[config.mk]
export PLATFORM = sky130hd
export DESIGN_NAME = pico_io_bridge
export DESIGN_NICKNAME = d
export VERILOG_FILES = /design/src/rtl/pico_io_bridge.sv
export SDC_FILE = /design/constraint.sdc
export NUM_CORES = 1
export LEC_CHECK = 0
export BUFFER_PORTS_ARGS = -buffer_cell sky130_fd_sc_hd__buf_2
export CORE_MARGIN = 5
export CORE_UTILIZATION = 25
export DETAILED_ROUTE_END_ITERATION = 10
export PLACE_DENSITY = 0.52
export SLEW_MARGIN = 40
export SYNTH_ARGS = -nofsm -noshare
export SYNTH_HDL_FRONTEND = slang
export SYNTH_SLANG_ARGS = --single-unit
export TNS_END_PERCENT = 50
[constraint.sdc]
create_clock -name clk -period 1.45 [get_ports clk]
set_input_delay 0.2175 -clock clk [delete_from_list [all_inputs] [get_ports clk]]
set_output_delay 0.2175 -clock clk [all_outputs]
set_load 0.02 [all_outputs]
[src/rtl/pico_io_bridge.sv]
// pico_io_bridge
// I/O and interrupt bridge between the KCPSM6 port bus and fabric logic.
//   - OUTPUT / OUTPUTK writes land in N_OUT byte registers (out_regs).
//   - in_port is a registered mux of N_IN fabric bytes plus the interrupt
//     pending and mask registers.
//   - An N_IRQ-channel rising-edge interrupt controller with a mask,
//     write-1-to-clear pending register and an interrupt/interrupt_ack
//     handshake.
//
// Ports:
//   clk            system clock, rising edge
//   cpu_reset_n    asynchronous active-low reset
//   port_id        KCPSM6 port address
//   out_port       KCPSM6 write data
//   write_strobe   OUTPUT strobe
//   k_write_strobe OUTPUTK strobe (decodes port_id[3:0] only)
//   read_strobe    INPUT strobe (no side effects)
//   in_port        registered read data to KCPSM6
//   interrupt      interrupt request to KCPSM6 (registered)
//   interrupt_ack  interrupt acknowledge from KCPSM6
//   out_regs       output register bank, byte i at [8i+7:8i]
//   in_data        fabric input bytes, byte i at [8i+7:8i]
//   irq_src        interrupt sources, rising-edge sensitive
//
// Optional build macro PICO_IO_SYNC_EN: when defined, in_data and irq_src
// pass through 2-flop synchronisers before use (read latency 3 cycles,
// interrupt latency 5 cycles). When undefined, inputs are used directly.

module pico_io_bridge #(
   parameter int unsigned N_OUT         = 4,
   parameter int unsigned N_IN          = 4,
   parameter int unsigned N_IRQ         = 4,
   parameter logic [7:0]  BASE_OUT      = 8'h00,
   parameter logic [7:0]  BASE_IN       = 8'h00,
   parameter logic [7:0]  IRQ_STATUS_ID = 8'hF0,
   parameter logic [7:0]  IRQ_MASK_ID   = 8'hF1,
   parameter logic [7:0]  MASK_RST      = 8'h00
) (
   input  logic                 clk,
   input  logic                 cpu_reset_n,
   input  logic [7:0]           port_id,
   input  logic [7:0]           out_port,
   input  logic                 write_strobe,
   input  logic                 k_write_strobe,
   input  logic                 read_strobe,
   output logic [7:0]           in_port,
   output logic                 interrupt,
   input  logic                 interrupt_ack,
   output logic [8*N_OUT-1:0]   out_regs,
   input  logic [8*N_IN-1:0]    in_data,
   input  logic [N_IRQ-1:0]     irq_src
);

   typedef enum logic [1:0] {
      ST_IDLE    = 2'd0,
      ST_ASSERT  = 2'd1,
      ST_SERVICE = 2'd2
   } irq_state_t;

   // Address windows widened to 9 bits so BASE+N never wraps past 8'hFF.
   localparam logic [8:0] OUT_LO = {1'b0, BASE_OUT};
   localparam logic [8:0] OUT_HI = OUT_LO + 9'(N_OUT);
   localparam logic [8:0] IN_LO  = {1'b0, BASE_IN};
   localparam logic [8:0] IN_HI  = IN_LO + 9'(N_IN);

   logic [8*N_IN-1:0]       in_data_s;
   logic [N_IRQ-1:0]        irq_s;

   logic [N_OUT-1:0][7:0]   out_q;
   logic [N_IRQ-1:0]        hist;
   logic [N_IRQ-1:0]        pending;
   logic [N_IRQ-1:0]        mask;
   irq_state_t              state;

   logic                    status_hit;
   logic                    mask_hit;
   logic                    out_hit;
   logic                    in_hit;
   logic                    k_hit;
   logic [3:0]              out_idx;
   logic [3:0]              in_idx;
   logic [N_OUT-1:0]        out_we;
   logic [7:0]              rd_data;
   logic                    status_wr;
   logic [N_IRQ-1:0]        w1c;
   logic [N_IRQ-1:0]        rise;

   // ------------------------------------------------------------------
   // Optional input synchronisers
   // ------------------------------------------------------------------
`ifdef PICO_IO_SYNC_EN
   logic [8*N_IN-1:0] in_meta, in_sync;
   logic [N_IRQ-1:0]  irq_meta, irq_sync;

   // irq stages reset high so a source held high at reset release is not
   // seen as a rising edge.
   always_ff @(posedge clk or negedge cpu_reset_n) begin
      if (!cpu_reset_n) begin
         in_meta  <= '0;
         in_sync  <= '0;
         irq_meta <= '1;
         irq_sync <= '1;
      end else begin
         in_meta  <= in_data;
         in_sync  <= in_meta;
         irq_meta <= irq_src;
         irq_sync <= irq_meta;
      end
   end

   assign in_data_s = in_sync;
   assign irq_s     = irq_sync;
`else
   assign in_data_s = in_data;
   assign irq_s     = irq_src;
`endif

   // ------------------------------------------------------------------
   // Address decode
   // ------------------------------------------------------------------
   assign status_hit = (port_id == IRQ_STATUS_ID);
   assign mask_hit   = (port_id == IRQ_MASK_ID);
   // The interrupt registers shadow any overlapping out/in address.
   assign out_hit    = !status_hit && !mask_hit &&
                       ({1'b0, port_id} >= OUT_LO) && ({1'b0, port_id} < OUT_HI);
   assign in_hit     = !status_hit && !mask_hit &&
                       ({1'b0, port_id} >= IN_LO) && ({1'b0, port_id} < IN_HI);
   assign out_idx    = 4'(port_id - BASE_OUT);
   assign in_idx     = 4'(port_id - BASE_IN);
   // OUTPUTK carries only a 4-bit constant port address.
   assign k_hit      = ({1'b0, port_id[3:0]} < 5'(N_OUT));

   assign status_wr  = write_strobe && status_hit;
   assign w1c        = status_wr ? out_port[N_IRQ-1:0] : '0;
   assign rise       = irq_s & ~hist;

   // NOTE: every signal driven in always_comb gets a default first so no
   // path leaves it unassigned and no latch is inferred.
   always_comb begin
      out_we = '0;
      for (int i = 0; i < N_OUT; i++) begin
         if (k_write_strobe && k_hit && (port_id[3:0] == 4'(i)))
            out_we[i] = 1'b1;
         if (write_strobe && out_hit && (out_idx == 4'(i)))
            out_we[i] = 1'b1;
      end
   end

   always_comb begin
      rd_data = '0;
      if (status_hit) begin
         rd_data[N_IRQ-1:0] = pending;
      end else if (mask_hit) begin
         rd_data[N_IRQ-1:0] = mask;
      end else if (in_hit) begin
         for (int i = 0; i < N_IN; i++) begin
            if (in_idx == 4'(i))
               rd_data = in_data_s[8*i +: 8];
         end
      end
   end

   // ------------------------------------------------------------------
   // Registers: output bank, read path, interrupt status
   // ------------------------------------------------------------------
   // NOTE: the output bank is a handful of flops, not a RAM, so it takes
   // the async reset like every other register here; a true memory would
   // be left unreset.
   always_ff @(posedge clk or negedge cpu_reset_n) begin
      if (!cpu_reset_n) begin
         out_q   <= '0;
         in_port <= '0;
         hist    <= '1;
         pending <= '0;
         mask    <= MASK_RST[N_IRQ-1:0];
      end else begin
         // NOTE: non-blocking assignments keep every flop sampling the
         // pre-edge values, independent of statement order.
         for (int i = 0; i < N_OUT; i++) begin
            if (out_we[i])
               out_q[i] <= out_port;
         end
         // Read data is sampled every cycle; read_strobe has no effect.
         in_port <= rd_data;
         hist    <= irq_s;
         // A new edge beats a simultaneous write-1-to-clear.
         pending <= rise | (pending & ~w1c);
         if (write_strobe && mask_hit)
            mask <= out_port[N_IRQ-1:0];
      end
   end

   assign out_regs = out_q;

   // ------------------------------------------------------------------
   // Interrupt handshake FSM with registered interrupt output
   // ------------------------------------------------------------------
   always_ff @(posedge clk or negedge cpu_reset_n) begin
      if (!cpu_reset_n) begin
         state     <= ST_IDLE;
         interrupt <= 1'b0;
      end else begin
         case (state)
            ST_IDLE: begin
               interrupt <= 1'b0;
               if (|(pending & mask))
                  state <= ST_ASSERT;
            end
            ST_ASSERT: begin
               if (interrupt_ack) begin
                  state     <= ST_SERVICE;
                  interrupt <= 1'b0;
               end else begin
                  interrupt <= 1'b1;
               end
            end
            ST_SERVICE: begin
               interrupt <= 1'b0;
               // Any status write ends service; IDLE then re-checks what
               // is still pending and enabled.
               if (status_wr)
                  state <= ST_IDLE;
            end
            default: begin
               state     <= ST_IDLE;
               interrupt <= 1'b0;
            end
         endcase
      end
   end

   // read_strobe is part of the port bus but has no side effects here.
   logic unused_ok;
   assign unused_ok = read_strobe;

endmodule

==> Word level (Yosys, flattened, before mapping) <==
Cells that the tools add are included.
W data, S select, Z words.
{ "op_classes": {"order_cmp": 2, "bitwise_logic": 6, "reduce_logical": 20, "n_eq_ne": 10, "mux": 24} }
{ "op_table": {"columns": ["operator", "count"], "rows": [
  ["$mux W8", 5],
  ["$mux W4", 5],
  ["$eq A8 B8 Y1 const B", 2],
  ["$logic_and A1 B1 Y1", 14],
  ["$and A4 B4 Y4", 3],
  ["$mux W1", 10],
  ["$eq A4 B2 Y1 const B", 2],
  ["$lt A8 B3 Y1 const B", 1],
  ["$not A4 Y4", 2],
  ["$mux W2", 3],
  ["$ne A2 B2 Y1 const B", 3],
  ["$pmux W2 S3", 1],
  ["$eq A4 B1 Y1 const B", 1],
  ["$logic_not A4 Y1", 1],
  ["$lt A4 B3 Y1 const B", 1],
  ["$or A4 B4 Y4", 1],
  ["$reduce_or A4 Y1", 1],
  ["$reduce_and A3 Y1", 1],
  ["$eq A2 B1 Y1 const B", 1],
  ["$eq A2 B2 Y1 const B", 1],
  ["$logic_not A1 Y1", 2],
  ["$logic_not A2 Y1", 1]
]} }
{ "word_totals": {"elab_cells": 72, "inputBits": 58, "regBits": 55} }

==> Longest topological paths before layout <==
{ "logic_depth": {"ltp_word": 8, "ltp_mapped": 6} }

==> Worst setup path before layout <==
OpenSTA, ideal clock, no wires.
{ "synth_path": {"kind": "input to register", "startpoint": "in port_id[1]", "endpoint": "reg out_q, in the netlist out_regs[10]", "t_required_ns": 1.325, "arrival_time_ns": 1.505, "path_slack_ns": -0.180, "cell_stages": 4, "path_buffers": 1, "path_cell_list": "clkbuf_2 > nor4b_2 > a21boi_2 > mux2_2"} }
{ "synth_via": {"elab_chain_len": 7, "elab_cells_between_ends": 15, "classes_between": "2 x order compare; 3 x eq/ne; 2 x mux; 8 x reduce/logical"} }
{ "synth_lines": {"columns": ["item", "line", "source"], "rows": [
  ["from (decl)", "41", "input logic [7:0] port_id,"],
  ["branches (longest 6 deep; another with $lt A8 B3 Y1)", null, null],
  ["$mux W1 *", "144", "if (write_strobe && out_hit && (out_idx == 4'(i)))"],
  ["to (signal, indexed assignment)", "181", "out_q[i] <= out_port;"],
  ["to (decl)", "69", "logic [N_OUT-1:0][7:0] out_q;"]
]} }
Mark *: on every way between the ends.
A chain may end at the register's enable or synchronous reset.

==> Final worst setup path <==
{ "layout_path": {"startpoint": "in port_id[3]", "endpoint": "reg in_port[0]"} }
{ "layout_via": {"elab_chain_len": 8, "elab_cells_between_ends": 18, "classes_between": "1 x order compare; 5 x eq/ne; 7 x mux; 5 x reduce/logical"} }
{ "layout_lines": {"columns": ["item", "line", "source"], "rows": [
  ["$logic_not A4 Y1", "157", "if (in_idx == 4'(i))"],
  ["$mux W8 (4 in series)", "157", null],
  ["$mux W8", "155", "end else if (in_hit) begin"],
  ["$mux W4", "153", "end else if (mask_hit) begin"],
  ["$mux W4 *", "151", "if (status_hit) begin"],
  ["named net rd_data[0]", "83", "logic [7:0] rd_data;"],
  ["to (signal assigned)", "184", "in_port <= rd_data;"],
  ["to (decl)", "46", "output logic [7:0] in_port,"]
]} }
Mark *: on every way through the listed nets, which the timed path passes. The rest lies on a longest branch.

==> metrics.yaml <==
floorplanning:
  die_area_um2: 11800
  boundaryPins: 99
  fp.dieH_um: 109
  die_width_um: 109
  placementRows: 36
  floorplan.core_area_um2: 9640
  starting_utilization_of_the_core_area_pct: 25.2
timing:
  setup_slack_ns: 0.0917
  finalCriticalPeriod_ns: 1.36
  period_share_pct: 93.7
  timing_max_transition_violations_final: 0
  tightest_slew_ns: 0.425
  clock.fmax_mhz: 736
  final_hold_viol_count: 0
  rsz_0062_raised_after_global_routing: "no"
  setup_viol: 0
  timing.slew.headroom_pct: 71.7
  final.setup_skew_ns: 0.00502
power_and_ir_drop:
  power.share.clock_pct: 22.9
  cellPowerDensity_nw_per_um2: 1040
  p_total_mw: 3.58
  p_sw_mw: 1.09
  seqPwrFrac_pct: 51.4
  switching_share_pct: 30.4
  power_report.internal_total_mw: 2.49
  leak_nw: 1.69
  power_frac_comb_pct: 25.8
  vdd.ir_drop.worst_uv: 447
setup_path:
  reg_to_reg_end: "state[0]$_DFFE_PN0P_"
  timing.rr.start: "mask[2]$_DFFE_PN0P_"
  cp_data_required_time_ns: 1.66
  reg2reg_setup_slack_ns: 0.51
  crit_path_end_kind: "flop"
  endpoint: "in_port[0]$_DFF_PN0_"
  worst_r2r_path_depth: 3
  startpoint: "port_id[3]"
  critical_path_peak_fanout: 6
  start_kind: "primary input"
  arrival_ns: 1.57
  path_class: "in -> reg"
clocking:
  clkSlewWorstSetupHoldPaths_ns: 0.09
  clock_network_latency_to_the_later_pin_of_the_worst_skew_pair_ns: 0.30
  htree_num_levels: 2
  numClockSinks: 55
  cts_tree: "built"
  cts.root.buffer_cell: "clkbuf_8"
  cts.repair.resized: 0
  tritoncts.num_buffers: 5
  cts-root-to-sink-buffers: 2
grt:
  all_layer_global_routing_usage_pct: 11.4
  antenna_found_initial: 0
  global_route_wire_length_before_repair_um: 10400
  grt_overflow: 0
  first_global_vias: 2022
  maximum_number_of_pins_on_one_net_before_global_route_repair: 33
synthesis:
  synth_top_cell_area_share_pct: 52.6
  yosysSeqAreaShare_pct: 56.9
  syn_area_um2: 2430
  synth.distinct_cells: 38
  ys_ff_latch: 55
  ys.flop_type: "dfrtp_1"
  yosysWarnings: 0
  avgSynthCellArea_um2: 13.7
  ys_top_cells_by_area: "dfrtp_1, mux2_2, dfstp_2, mux2i_1, a211oi_1"
  synth_enable_flop_cells: 0
  async_set_or_reset_register_ratio_after_synthesis_pct: 100
  synth_cells: 177
  yosysTopAreaCell: "dfrtp_1"
  synthesis.nets: 235
layout:
  area_growth_syn_to_layout_pct: 41.6
  final_design_area_no_fill_um2: 3430
  final_nets: 360
  postLayoutCoreUtil_pct: 35.6
  layout-drive-gt1-share_pct: 59.4
  post_layout_nonfiller_instances: 436
  fillCellCount: 1003
  antenna_cells_inserted: 0
outcome:
  status: "complete, no violations"
route:
  routed-via-count: 1913
  post_drt_wl_per_cell_um: 15.3
  postRouteWirelength_um: 6680
  detail_route.iter0.violations: 46
  viasPerCell: 4.39
  drc: 0
  ant_nets: 0
  first_drt_pass_iteration_count: 5
placed_design:
  pre_cts_slack_ns: -0.251
  detailed_placer_s_ending_hpwl_um: 5210
  placedInstanceArea_um2: 3320
  port-buffer-count: 97
  gp_congestion: 0.819
  place_inst: 425
job:
  maxCapViolations: 0
hold_path:
  hold_path.class: "in -> reg"
==> sequential cells by signal (all words and copies together) (netlist names) <==
name	count
hist	4
pending	4
state	2
interrupt	1
mask	4
out_regs	32
in_port	8
==> cell usage in the layout (no fill, tap or decap), drive strengths merged, types with 5 or more instances in the layout <==
| cell type | Yosys | layout |
|---|---|---|
| a211oi | 6 | 6 |
| buf | 3 | 121 |
| clkbuf | 3 | 6 |
| dfrtp | 51 | 51 |
| inv | 5 | 5 |
| mux2 | 38 | 38 |
| mux2i | 5 | 5 |
| nand2 | 6 | 6 |
| nand3 | 7 | 7 |
| nor2 | 8 | 8 |
| nor2b | 5 | 5 |
==> kinds of logic (layout without fill, tap and decap cells) <==
family                 after synthesis  after routing  share of synthesized area, %
muxes                               45             45                          21.6
buffers and inverters               11            137                          1.96
AOI/OAI and AO/OA                   29             29                          9.59
and+or+nand+nor                     37             37                          9.95
DFF                                 55             55                          56.9
==> cell type report <==
| type | count | area, um^2 | area share (%) |
|---|---|---|---|
| well taps | 133 | 166 | 4.85 |
| inverters | 5 | 18.8 | 0.546 |
| clock buffers | 6 | 72.6 | 2.11 |
| multi-input cells | 111 | 1020 | 29.8 |
| flip-flops and latches | 55 | 1380 | 40.2 |
| repair buffers | 124 | 758 | 22.1 |
| clock inverters | 2 | 12.5 | 0.364 |
==> how the worst min path moves through the flow <==
stage | start | cells past startpoint | endpoint | slack (ns)
after detailed placement | cpu_reset_n | 1 | in_port[0]$_DFF_PN0_ | 0.18
after CTS | irq_src[0] | 1 | hist[0]$_DFF_PN1_ | 0.0004
final | irq_src[2] | 1 | hist[2]$_DFF_PN1_ | 0.02
after global routing | irq_src[1] | 1 | hist[1]$_DFF_PN1_ | 0.006
after floorplan | cpu_reset_n | 0 | in_port[0]$_DFF_PN0_ | -0.08
after global placement | cpu_reset_n | 1 | in_port[0]$_DFF_PN0_ | 0.18
==> synth_stat cells (2+ instances only) <==
library cell   n
a21boi_2       2
nand2_1        5
and3_1         2
clkbuf_1       2
a22oi_1        2
a211oi_1       6
a21oi_1        2
nor2b_1        5
mux2i_1        5
a311o_1        4
mux4_2         2
dfrtp_1       51
nand3_1        7
a31oi_1        4
dfstp_2        4
mux2_2        37
a22o_1         4
nor3b_1        2
inv_1          5
nor2_1         8
==> critical path, stage by stage <==
cell     delay [ns]
buf_2          0.14
nor4_1         0.32
buf_4          0.17
buf_4          0.10
and2_1         0.26
buf_4          0.16
a31oi_1        0.04
a21oi_1        0.17
==> power groups by stage <==
stage                     clock, mW  sequential, mW  combinational (mW)
final                         0.819            1.84               0.924
after global routing          0.914            1.87                1.01
after CTS                     0.871            1.85               0.944
after detailed placement          0            1.87               0.939
after global placement            0            1.87               0.924
after floorplan                   0            2.09               0.293
==> stage by stage <==
stage	TNS [ns]	hold WS, ns
3_5_place_dp	-9.17	0.177
3_3_place_gp	-8.77	0.177
2_1_floorplan	-1.40	-0.0781
4_1_cts	0	0.000406
6_report	0	0.0230
5_1_grt	0	0.00575
==> timing repair <==
action / CTS / global route
buffers inserted: 0 / 0
hold buffers: 1 / 2
setup endpoints to repair: 0 / 2
hold endpoints to repair: 12 / 2
==> per-layer routing <==
metal  part of all wire, %  GRT usage, %  up-vias
met5                     0             0        -
met4                   1.6          3.34        0
met3                   8.9          4.00        8
met2                    49          19.5       68
met1                    41          13.6      933
li1                      -             -      904
No activity file was read; power rests on OpenSTA's default activity.
